`config.mk`:
```
export PLATFORM = sky130hd
export DESIGN_NAME = mpmc10_resv_tbl_flat
export DESIGN_NICKNAME = d
export VERILOG_FILES = /design/src/rtl/mpmc10_pkg.sv /design/src/rtl/mpmc10_resv_tbl_if.sv /design/src/rtl/mpmc10_resv_alloc.sv /design/src/rtl/mpmc10_resv_tbl.sv /design/src/flat_wrapper.sv
export SDC_FILE = /design/constraint.sdc
export NUM_CORES = 1
export LEC_CHECK = 0
export BUFFER_PORTS_ARGS = -buffer_cell sky130_fd_sc_hd__buf_2
export CORE_UTILIZATION = 55
export CTS_BUF_LIST = sky130_fd_sc_hd__clkbuf_2
export CTS_CLUSTER_DIAMETER = 120
export DETAILED_ROUTE_END_ITERATION = 10
export GPL_ROUTABILITY_DRIVEN = 0
export PLACE_DENSITY = 0.94
export SLEW_MARGIN = 0
export SYNTH_ARGS = -nofsm -noshare
export SYNTH_HDL_FRONTEND = slang
export SYNTH_SLANG_ARGS = --single-unit
```
`constraint.sdc`:
```
create_clock -name clk -period 3.2 [get_ports clk]
set_input_delay 0.16 -clock clk [delete_from_list [all_inputs] [get_ports clk]]
set_output_delay 0.16 -clock clk [all_outputs]
set_load 0.02 [all_outputs]
```
`src/rtl/mpmc10_pkg.sv`:
```
// ============================================================================
// Module  : mpmc10_pkg
// Brief   : Shared constants and types for the mpmc10 reservation table.
// Rev     : 1.0  initial release
// ============================================================================
`default_nettype none

package mpmc10_pkg;

   localparam int          NAR    = 2;
   localparam int          NAR_IW = (NAR > 1) ? $clog2(NAR) : 1;
   localparam logic [3:0]  NOCH   = 4'hF;
   localparam logic [3:0]  IDLE   = 4'd0;
   localparam logic        TRUE   = 1'b1;
   localparam logic        FALSE  = 1'b0;

   typedef struct packed {
      logic        v;
      logic [3:0]  ch;
      logic [31:5] gadr;
   } resv_entry_t;

endpackage

`default_nettype wire

```
`src/rtl/mpmc10_resv_tbl_if.sv`:
```
// ============================================================================
// Module  : mpmc10_resv_tbl_if
// Brief   : Request bus into, and reservation view out of, the reservation table.
// Rev     : 1.0  initial release
// ============================================================================
`default_nettype none

interface mpmc10_resv_tbl_if;

   logic [3:0]                              state;
   logic                                    req;
   logic [3:0]                              ch;
   logic [31:0]                             adr;
   logic                                    we;
   logic                                    sr;
   logic                                    cr;
   logic [mpmc10_pkg::NAR-1:0][3:0]         resv_ch;
   logic [mpmc10_pkg::NAR-1:0][31:0]        resv_adr;
   logic [mpmc10_pkg::NAR-1:0]              resv_vld;
   logic                                    sc_ok;

   modport master (
      output state, req, ch, adr, we, sr, cr,
      input  resv_ch, resv_adr, resv_vld, sc_ok
   );

   modport slave (
      input  state, req, ch, adr, we, sr, cr,
      output resv_ch, resv_adr, resv_vld, sc_ok
   );

endinterface

`default_nettype wire

```
`src/rtl/mpmc10_resv_alloc.sv`:
```
// ============================================================================
// Module  : mpmc10_resv_alloc
// Brief   : Finds the entry owned by a channel, the lowest free entry and full.
// Rev     : 1.0  initial release
// ============================================================================
`default_nettype none

module mpmc10_resv_alloc
   import mpmc10_pkg::*;
(
   input  wire logic [NAR-1:0]        vld_i,
   input  wire logic [NAR-1:0][3:0]   ch_i,
   input  wire logic [3:0]            req_ch_i,
   output logic                       own_hit_o,
   output logic [NAR_IW-1:0]          own_idx_o,
   output logic                       free_hit_o,
   output logic [NAR_IW-1:0]          free_idx_o,
   output logic                       full_o
);

   // Descending scan so the lowest matching index is the one that sticks.
   always_comb begin
      own_hit_o  = FALSE;
      own_idx_o  = '0;
      free_hit_o = FALSE;
      free_idx_o = '0;
      for (int i = NAR - 1; i >= 0; i--) begin
         if (vld_i[i] && (ch_i[i] == req_ch_i)) begin
            own_hit_o = TRUE;
            own_idx_o = NAR_IW'(i);
         end
         if (!vld_i[i]) begin
            free_hit_o = TRUE;
            free_idx_o = NAR_IW'(i);
         end
      end
   end

   assign full_o = &vld_i;

endmodule

`default_nettype wire

```
`src/rtl/mpmc10_resv_tbl.sv`:
```
// ============================================================================
// Module  : mpmc10_resv_tbl
// Brief   : LR reservation table; kills reservations on conflicting writes/SC.
// Rev     : 1.0  initial release
// ============================================================================
`default_nettype none

module mpmc10_resv_tbl
   import mpmc10_pkg::*;
(
   input  wire logic          clk,
   input  wire logic          rst_n,
   mpmc10_resv_tbl_if.slave   bus
);

   localparam resv_entry_t C_EMPTY = '{v: 1'b0, ch: NOCH, gadr: '0};

   resv_entry_t           ent_q [NAR];
   resv_entry_t           ent_d [NAR];
   logic [NAR_IW-1:0]     vptr_q, vptr_d;
   logic                  sc_ok_q, sc_ok_d;

   logic [NAR-1:0]        w_vld;
   logic [NAR-1:0][3:0]   w_ch;
   logic [NAR-1:0]        w_gmatch;
   logic [NAR-1:0]        w_own;
   logic                  w_own_hit, w_free_hit, w_full;
   logic [NAR_IW-1:0]     w_own_idx, w_free_idx, w_tgt;
   logic                  w_upd, w_lr, w_wr, w_sc, w_hit;
   logic                  w_unused_lo;

   assign w_unused_lo = ^bus.adr[4:0];

   generate
      for (genvar g = 0; g < NAR; g++) begin : g_ent
         assign w_vld[g]        = ent_q[g].v;
         assign w_ch[g]         = ent_q[g].ch;
         assign w_gmatch[g]     = ent_q[g].v && (ent_q[g].gadr == bus.adr[31:5]);
         assign w_own[g]        = ent_q[g].v && (ent_q[g].ch == bus.ch);
         // Invalid entries are stored as NOCH/0, so outputs come straight off flops.
         assign bus.resv_ch[g]  = ent_q[g].ch;
         assign bus.resv_adr[g] = {ent_q[g].gadr, 5'b0};
         assign bus.resv_vld[g] = ent_q[g].v;
      end
   endgenerate

   assign bus.sc_ok = sc_ok_q;

   mpmc10_resv_alloc u_alloc (
      .vld_i      (w_vld),
      .ch_i       (w_ch),
      .req_ch_i   (bus.ch),
      .own_hit_o  (w_own_hit),
      .own_idx_o  (w_own_idx),
      .free_hit_o (w_free_hit),
      .free_idx_o (w_free_idx),
      .full_o     (w_full)
   );

   assign w_upd = (bus.state == IDLE) && bus.req && (bus.ch != NOCH);
   assign w_lr  = w_upd && bus.sr && !bus.we;
   assign w_wr  = w_upd && bus.we && !bus.cr;
   assign w_sc  = w_upd && bus.we && bus.cr;
   assign w_hit = |(w_gmatch & w_own);

   always_comb begin
      w_tgt = vptr_q;
      if (w_own_hit)
         w_tgt = w_own_idx;
      else if (w_free_hit)
         w_tgt = w_free_idx;
   end

   always_comb begin
      vptr_d  = vptr_q;
      sc_ok_d = sc_ok_q;
      for (int i = 0; i < NAR; i++) begin
         ent_d[i] = ent_q[i];
         if (w_lr && (w_tgt == NAR_IW'(i)))
            ent_d[i] = '{v: 1'b1, ch: bus.ch, gadr: bus.adr[31:5]};
         else if ((w_wr && w_gmatch[i]) ||
                  (w_sc && ((w_hit && w_gmatch[i]) || w_own[i])))
            ent_d[i] = C_EMPTY;
      end
      if (w_lr && !w_own_hit && w_full)
         vptr_d = (vptr_q == NAR_IW'(NAR - 1)) ? '0 : vptr_q + 1'b1;
      if (w_sc)
         sc_ok_d = w_hit;
   end

   always_ff @(posedge clk or negedge rst_n) begin
      if (!rst_n) begin
         for (int i = 0; i < NAR; i++)
            ent_q[i] <= C_EMPTY;
         vptr_q  <= '0;
         sc_ok_q <= 1'b0;
      end else begin
         for (int i = 0; i < NAR; i++)
            ent_q[i] <= ent_d[i];
         vptr_q  <= vptr_d;
         sc_ok_q <= sc_ok_d;
      end
   end

   a_no_sr_with_we: assert property (@(posedge clk) disable iff (!rst_n)
      !((bus.state == IDLE) && bus.req && bus.sr && bus.we));

   a_no_noch_req: assert property (@(posedge clk) disable iff (!rst_n)
      !((bus.state == IDLE) && bus.req && (bus.ch == NOCH)));

endmodule

`default_nettype wire
```
`src/flat_wrapper.sv`:
```
// flat-port wrapper written by rule: the top's interface ports become plain ports
module mpmc10_resv_tbl_flat import mpmc10_pkg::*;
  (clk, rst_n, bus_state, bus_req, bus_ch, bus_adr, bus_we, bus_sr, bus_cr, bus_resv_ch, bus_resv_adr, bus_resv_vld, bus_sc_ok);
  mpmc10_resv_tbl_if bus_i ();
  input  wire logic clk;
  input  wire logic rst_n;
  input wire logic [$bits(bus_i.state)-1:0] bus_state;
  input wire logic [$bits(bus_i.req)-1:0] bus_req;
  input wire logic [$bits(bus_i.ch)-1:0] bus_ch;
  input wire logic [$bits(bus_i.adr)-1:0] bus_adr;
  input wire logic [$bits(bus_i.we)-1:0] bus_we;
  input wire logic [$bits(bus_i.sr)-1:0] bus_sr;
  input wire logic [$bits(bus_i.cr)-1:0] bus_cr;
  output wire logic [$bits(bus_i.resv_ch)-1:0] bus_resv_ch;
  output wire logic [$bits(bus_i.resv_adr)-1:0] bus_resv_adr;
  output wire logic [$bits(bus_i.resv_vld)-1:0] bus_resv_vld;
  output wire logic [$bits(bus_i.sc_ok)-1:0] bus_sc_ok;
  assign bus_i.state = bus_state;
  assign bus_i.req = bus_req;
  assign bus_i.ch = bus_ch;
  assign bus_i.adr = bus_adr;
  assign bus_i.we = bus_we;
  assign bus_i.sr = bus_sr;
  assign bus_i.cr = bus_cr;
  assign bus_resv_ch = bus_i.resv_ch;
  assign bus_resv_adr = bus_i.resv_adr;
  assign bus_resv_vld = bus_i.resv_vld;
  assign bus_sc_ok = bus_i.sc_ok;
  mpmc10_resv_tbl u_core (.clk(clk), .rst_n(rst_n), .bus(bus_i));
endmodule
```
==> results of run 1 <==
## cell usage in the layout (no fill, tap or decap), drive strengths merged, types with 5 or more instances in the layout
cell type / instances
dfstp: 8
dfrtp: 58
o21ai: 31
nor2b: 5
nor2: 30
xnor2: 56
buf: 114
clkbuf: 9
nand4: 19
nand2: 57
dlygate4sd3: 32
nand3: 5
conb: 10
mux2i: 27
xor2: 7
## worst max-delay path: cells and delay by family (launching register included)
family	cells	cell delay, ns
AO/OA/AOI/OAI	2	0.72
XOR/XNOR	1	0.21
buffers and inverters	1	0.30
flip-flops	1	0.45
AND/OR/NAND/NOR	3	0.94
## registers in the layout (all words and copies together) (netlist names)
name / flops
u_core.bus.resv_adr: 54
u_core.bus.resv_ch: 8
u_core.bus.resv_vld: 2
u_core.bus.sc_ok: 1
u_core.vptr_q: 1
## per-layer routing
layer  global-route usage [%]  wire [microns]
met4                     10.5             184
met3                     7.26             612
met2                     47.1            4790
met5                        0               0
met1                     36.2            3980
## through the flow
step | hold WS (ns) | utilization, % | instances | area (sq um)
after floorplan | -0.136 | - | 371 | 3630
after global placement | 0.294 | 65.8 | 537 | 4150
after detailed placement | 0.304 | 65.8 | 537 | 4150
after CTS | 0.0819 | 73.3 | 585 | 4630
after global routing | 0.0853 | 73.3 | 585 | 4630
final | 0.0927 | 73.3 | 585 | 4630
## path summary, 6_finish.rpt
check,end,slack [ns],cells after the start
min in group asynchronous,u_core.bus.resv_adr[23],0.26,2
max,u_core.bus.resv_adr[48],0.47,7
min reg2reg,u_core.vptr_q,0.52,1
max reg2reg,u_core.bus.resv_adr[48],0.47,7
min,u_core.bus.sc_ok,0.09,3
max in group asynchronous,u_core.bus.resv_adr[50],2.19,3
## what timing repair did
item                                   CTS  global route
gates resized for setup                  0             0
hold buffers                            32             0
endpoints found under the hold margin   89             0
## cells by family after synthesis
| family | Yosys count | share of synthesized area [%] |
|---|---|---|
| AND/OR/NAND/NOR | 132 | 17.4 |
| flip-flops | 66 | 46.2 |
| XOR/XNOR | 63 | 15.3 |
| AO/OA/AOI/OAI | 45 | 8.35 |
| multiplexers | 28 | 7.83 |
| buffers and inverters | 27 | 4.80 |
| other | 1 | 0.104 |
## final cells by class
cell class / instances / area share [%]
sequential: 66 / 35.9
multi-input combinational: 278 / 38.8
timing repair buffer: 146 / 19.7
clock buffer: 9 / 0.973
clock inverter: 7 / 2.33
inverter: 2 / 0.162
tap: 77 / 2.08
## power breakdown
| group | leakage [nW] | switching [mW] | internal [mW] | total, mW |
|---|---|---|---|---|
| clock network | 0.0907 | 0.300 | 0.329 | 0.629 |
| registers | 0.869 | 0.0626 | 0.904 | 0.966 |
| logic | 1.25 | 0.257 | 0.188 | 0.445 |
==> results.md, run 1 <==
* Initial DRC count at 188
* # IOs at 121
* Clock tree from TritonCTS: built
* Cell taking the most area after synthesis: sky130_fd_sc_hd__dfrtp_1
* Residual DRC at 0
* Via-to-Cell Ratio at 5.48
* Total power after layout at 2.04 mW
* Total of endpoints with negative setup slack in the final report at 0
* CTS H-tree depth at 3
* Die area at 6870 sq um
* Post-Synthesis Cells at 362
* Launching instance or port of the critical path: u_core.bus.resv_adr[11]
* Number of warning messages in the yosys log at 0
* Number of flip-flops and latches in the synthesized netlist at 66
* Predominant post-synthesis flop cell: sky130_fd_sc_hd__dfrtp_1
* Type of the tightest min-delay check: primary input to flop
* Max-cap violations at 0
* Vias in the first global route at 3191
* Pin count of the biggest net entering global routing at 38
* Vias at 3203
* Start point of the worst hold path: bus_req
* Die Ht at 82.9 microns
* Critical path capture point type: flop
* Most repeated cell in the gate-level netlist after synthesis: sky130_fd_sc_hd__dfrtp_1
* Width of the die at 82.9 microns
* Launching point of the worst reg2reg path: u_core.bus.resv_adr[11]
* Top achievable clock speed at 367 MHz
* Number of CTS-inserted buffers at 9
* Number of antenna diodes at 0
* Antenna viol nets, final at 0
* Top cells by area in the synthesized netlist: sky130_fd_sc_hd__dfrtp_1, sky130_fd_sc_hd__xnor2_1, sky130_fd_sc_hd__mux2i_1, sky130_fd_sc_hd__nand2_1, sky130_fd_sc_hd__dfstp_2
* Core area at 6310 sq um
* Area added between synthesis and finish at 28.7%
* Proportion of netlist area held by the largest area contributor at 40.4%
* Status: complete, no violations
* Clock Tree Buf Depth at 2
* Most Frequent Cell on Critical Path: sky130_fd_sc_hd__nand4_1
* Delay of the slowest critical-path stage at 0.59 ns
* Post-route clock skew at 0.0156 ns
* Fin nets at 549
* Data required time at the worst endpoint at 3.60 ns
* Signal arrival time at the worst endpoint at 3.13 ns
* Final hold viol count at 0
* Drt first pass iters at 4
* Asr flop ratio synth at 100%
* Per-cell routed wire length at 16.4 microns
* Overflow left after global routing at 0
* Number of antenna violations at the first check in global routing at 0
* Sequential cell area fraction in the yosys report at 46.2%
* Post-Synthesis Cell Area at 3600 sq um
* Global-route wire length before repair at 15500 microns
* Final period util at 85.2%
* Pin slew with the least headroom to its limit at 0.850 ns
* Crit path cell chain: xnor2_1 -> nand4_1 -> nor4_1 -> nand4_1 -> a31oi_2 -> buf_4 -> o21ai_0
* Worst supply voltage drop on vdd at 0.000394 V
* Total routing usage reported by global routing at 28.5%
* Critical path startpoint category: flop
* Static Leakage at 2.21 nW
* Clock insertion delay at the later pin of the skew report at 0.51 ns
* Unrepaired setup endpoints after global routing: no
* Fin Setup TNS at 0 ns
* Crit path max-delay cell type: sky130_fd_sc_hd__a31oi_2
* List of most frequent post-synthesis cells: sky130_fd_sc_hd__dfrtp_1, sky130_fd_sc_hd__nand2_1, sky130_fd_sc_hd__xnor2_1
* DP Wirelength at 6550 microns
* Post-detailed-routing wire length at 9570 microns
* Synthesized area per cell at 9.93 sq um
* Clock transition time at the flip-flop clock pins of the worst setup and hold paths at 0.18 ns
* Clock sink total at 66
* Number of enable-type register cells in the synthesized netlist at 0
* Count of buffers added by post-CTS timing repair for setup at 0
* Rows at 29
* Critical path class: flop to flop
* Number of max-slew violations in the final report at 0
* Clock Root Buffer: sky130_fd_sc_hd__clkbuf_2
* Min cycle time layout at 2.73 ns
* Final worst slack at 0.474 ns
* Slew HR at 43.3%
* Combined area of the multi-input logic cells at 1800 sq um
* CP max FO at 13
* Number of distinct library cell variants in the gate-level netlist after synthesis at 37
* Placement-stage worst setup slack at 0.664 ns
* Cell Pwr Density at 441 nW/um^2
* Fraction of final layout cells sized beyond drive strength 1 at 28.3%
* Initial Utilization at 57.0%
* Fill cells at 422
* Sequential cell area at 1660 sq um
* Number of buffer cells added on primary ports at 105
No activity file was read; power rests on OpenSTA's default activity.
==> run 2, diff against run 1 <==
--- a/config.mk
+++ b/config.mk
@@ -6,12 +6,13 @@
 export NUM_CORES = 1
 export LEC_CHECK = 0
 export BUFFER_PORTS_ARGS = -buffer_cell sky130_fd_sc_hd__buf_2
-export CORE_UTILIZATION = 55
+export CORE_ASPECT_RATIO = 1.4
+export CORE_UTILIZATION = 50
 export CTS_BUF_LIST = sky130_fd_sc_hd__clkbuf_2
 export CTS_CLUSTER_DIAMETER = 120
 export DETAILED_ROUTE_END_ITERATION = 10
 export GPL_ROUTABILITY_DRIVEN = 0
-export PLACE_DENSITY = 0.94
+export PLACE_DENSITY = 0.87
 export SLEW_MARGIN = 0
 export SYNTH_ARGS = -nofsm -noshare
 export SYNTH_HDL_FRONTEND = slang
==> run 2 against run 1 <==
Highest routed layer unchanged. Critical path type unchanged. Flip-flop and latch count unchanged. Setup slack gained 0.15 ns. Non-clock buffer count shrank 1. Critical endpoint is now u_core.bus.resv_adr[47]. Register-to-register slack better by 0.15 ns.
==> results.md, run 2 (same netlist as run 1, synthesis figures left out) <==
* Via-to-Cell Ratio at 5.34 (was 5.48)
* Type of the tightest min-delay check: primary input to flop (unchanged)
* Most common library cell in the layout ignoring fill and taps: sky130_fd_sc_hd__buf_2 (unchanged)
* Clock transition time at the flip-flop clock pins of the worst setup and hold paths at 0.16 ns (was 0.18 ns)
* Drt first pass iters at 5 (was 4)
* Per-cell routed wire length at 16.4 microns (about the same)
* Clock sink total at 66 (unchanged)
* Instance count along the most critical hold path at 3 (unchanged)
* Number of antenna violations at the first check in global routing at 0 (unchanged)
* Number of max-slew violations in the final report at 0 (unchanged)
* Data required time at the worst endpoint at 3.61 ns (was 3.60 ns)
* Overflow left after global routing at 0 (unchanged)
* Die Ht at 102 microns (was 82.9 microns)
* Critical path capture point type: flop (unchanged)
* Register-to-register setup slack at 0.62 ns (was 0.47 ns)
* Static Leakage at 2.19 nW (was 2.21 nW)
* Signal arrival time at the worst endpoint at 2.98 ns (was 3.13 ns)
* Final hold viol count at 0 (unchanged)
* Cell Pwr Density at 411 nW/um^2 (was 441 nW/um^2)
* Core area at 6940 sq um (was 6310 sq um)
* Clock Root Buffer: sky130_fd_sc_hd__clkbuf_2 (unchanged)
* Total of endpoints with negative setup slack in the final report at 0 (unchanged)
* Global-route wire length before repair at 15000 microns (was 15500 microns)
* Launching point of the worst reg2reg path: u_core.bus.resv_adr[11] (unchanged)
* Post-detailed-routing wire length at 9880 microns (was 9570 microns)
* Vias at 3213 (was 3203)
* Post-route clock skew at 0.0406 ns (was 0.0156 ns)
* Pin count of the biggest net entering global routing at 52 (was 38)
* Residual DRC at 0 (unchanged)
* Initial Utilization at 51.8% (was 57.0%)
* R2R Path End: u_core.bus.resv_adr[47] (was u_core.bus.resv_adr[48])
* Worst hold endpoint: u_core.bus.sc_ok (unchanged)
* Width of the die at 73.7 microns (was 82.9 microns)
* DP Area at 4190 sq um (was 4150 sq um)
* Unrepaired setup endpoints after global routing: no (unchanged)
* Fin nets at 548 (was 549)
* Top achievable clock speed at 388 MHz (was 367 MHz)
* Min cycle time layout at 2.58 ns (was 2.73 ns)
* Total non-filler cell area in the finished layout at 4620 sq um (was 4630 sq um)
* Final period util at 80.6% (was 85.2%)
* Clock insertion delay at the later pin of the skew report at 0.53 ns (was 0.51 ns)
* DP Wirelength at 6820 microns (was 6550 microns)
* Initial DRC count at 350 (was 188)
* Rows at 36 (was 29)
* Critical path class: flop to flop (unchanged)
* Worst reg-to-reg path cell count at 7 (unchanged)
* Antenna viol nets, final at 0 (unchanged)
* Area added between synthesis and finish at 28.5% (was 28.7%)
* Slew HR at 24.4% (was 43.3%)
* Fin Setup TNS at 0 ns (unchanged)
* Clock Tree Buf Depth at 2 (unchanged)
* Critical path startpoint category: flop (unchanged)
* # IOs at 121 (unchanged)
* Share of the core filled with cells in the final layout at 66.6% (was 73.3%)
* Clock tree from TritonCTS: built (unchanged)
* Highest-count cells in the layout ignoring fill and taps: sky130_fd_sc_hd__buf_2, sky130_fd_sc_hd__dfrtp_1, sky130_fd_sc_hd__nand2_1 (unchanged)
* Die area at 7540 sq um (was 6870 sq um)
* Max-cap violations at 0 (unchanged)
* Status: complete, no violations (unchanged)
* CP max FO at 23 (was 13)
* Worst supply voltage drop on vdd at 0.000246 V (was 0.000394 V)
* Fraction of final layout cells sized beyond drive strength 1 at 28.4% (was 28.3%)
* Total routing usage reported by global routing at 27.1% (was 28.5%)
* Number of buffer cells added on primary ports at 105 (unchanged)
* CTS H-tree depth at 3 (unchanged)
* Pin slew with the least headroom to its limit at 1.13 ns (was 0.850 ns)
* Number of CTS-inserted buffers at 9 (unchanged)
* Start point of the worst hold path: bus_req (unchanged)
* Vias in the first global route at 3007 (was 3191)
* Flip-flop count of the largest register after layout at 54 (unchanged)
* Number of antenna diodes at 0 (unchanged)
-- run 2: worst max path at each step --
stage	slack [ns]	cells after the start	to	start
after floorplan	1.21	7	u_core.bus.resv_adr[13]	u_core.bus.resv_ch[2]
after global placement	0.73	7	u_core.bus.resv_adr[50]	u_core.bus.resv_adr[11]
after detailed placement	0.70	7	u_core.bus.resv_adr[43]	u_core.bus.resv_adr[11]
after CTS	0.67	7	u_core.bus.resv_adr[44]	u_core.bus.resv_adr[11]
after global routing	0.50	7	u_core.bus.resv_adr[52]	u_core.bus.resv_adr[11]
final	0.62	7	u_core.bus.resv_adr[47]	u_core.bus.resv_adr[11]
-- run 2: critical path: stages, from the launching register on --
cell and delay, ns:
sky130_fd_sc_hd__dfrtp_1 0.44, sky130_fd_sc_hd__xnor2_1 0.22, sky130_fd_sc_hd__nand4_1 0.17, sky130_fd_sc_hd__nor4_1 0.49, sky130_fd_sc_hd__nand4_1 0.22, sky130_fd_sc_hd__a31oi_2 0.59, sky130_fd_sc_hd__buf_12 0.24, sky130_fd_sc_hd__o21ai_0 0.10
-- run 2: per-stage QoR --
| stage | hold WS (ns) | total power [mW] | worst slack (ns) | cells |
|---|---|---|---|---|
| 2_1_floorplan | -0.136 | 1.22 | 1.21 | 371 |
| 3_3_place_gp | 0.424 | 1.38 | 0.733 | 554 |
| 3_5_place_dp | 0.427 | 1.39 | 0.702 | 554 |
| 4_1_cts | 0.0630 | 1.89 | 0.669 | 602 |
| 5_1_grt | 0.0909 | 1.98 | 0.499 | 602 |
| 6_report | 0.0934 | 1.90 | 0.620 | 602 |
-- run 2: per-layer routing --
| layer | GRT usage (%) | part of all wire [%] | vias up |
|---|---|---|---|
| li1 | - | - | 1484 |
| met1 | 33.6 | 39 | 1544 |
| met2 | 45.4 | 53 | 154 |
| met3 | 4.04 | 5.3 | 31 |
| met4 | 14.3 | 3.0 | 0 |
| met5 | 0 | 0 | - |
-- run 2: final cells by class --
type,instances,area (sq um)
clock buffers,13,65.1
well taps,95,119
clock inverters,3,41.3
repair buffers,145,931
inverters,2,7.51
multi-input cells,278,1800
flip-flops and latches,66,1660
fillers,563,2320
-- run 2: where the power goes --
part           switching [mW]  internal [mW]  leakage [nW]
clock network           0.289          0.191        0.0698
registers              0.0672          0.903         0.869
logic                   0.258          0.187          1.25
-- run 2: what timing repair did --
item,4_1_cts,5_1_grt
gates resized for setup,0,0
buffers inserted,0,0
hold buffers,32,0
endpoints found under the hold margin,104,0
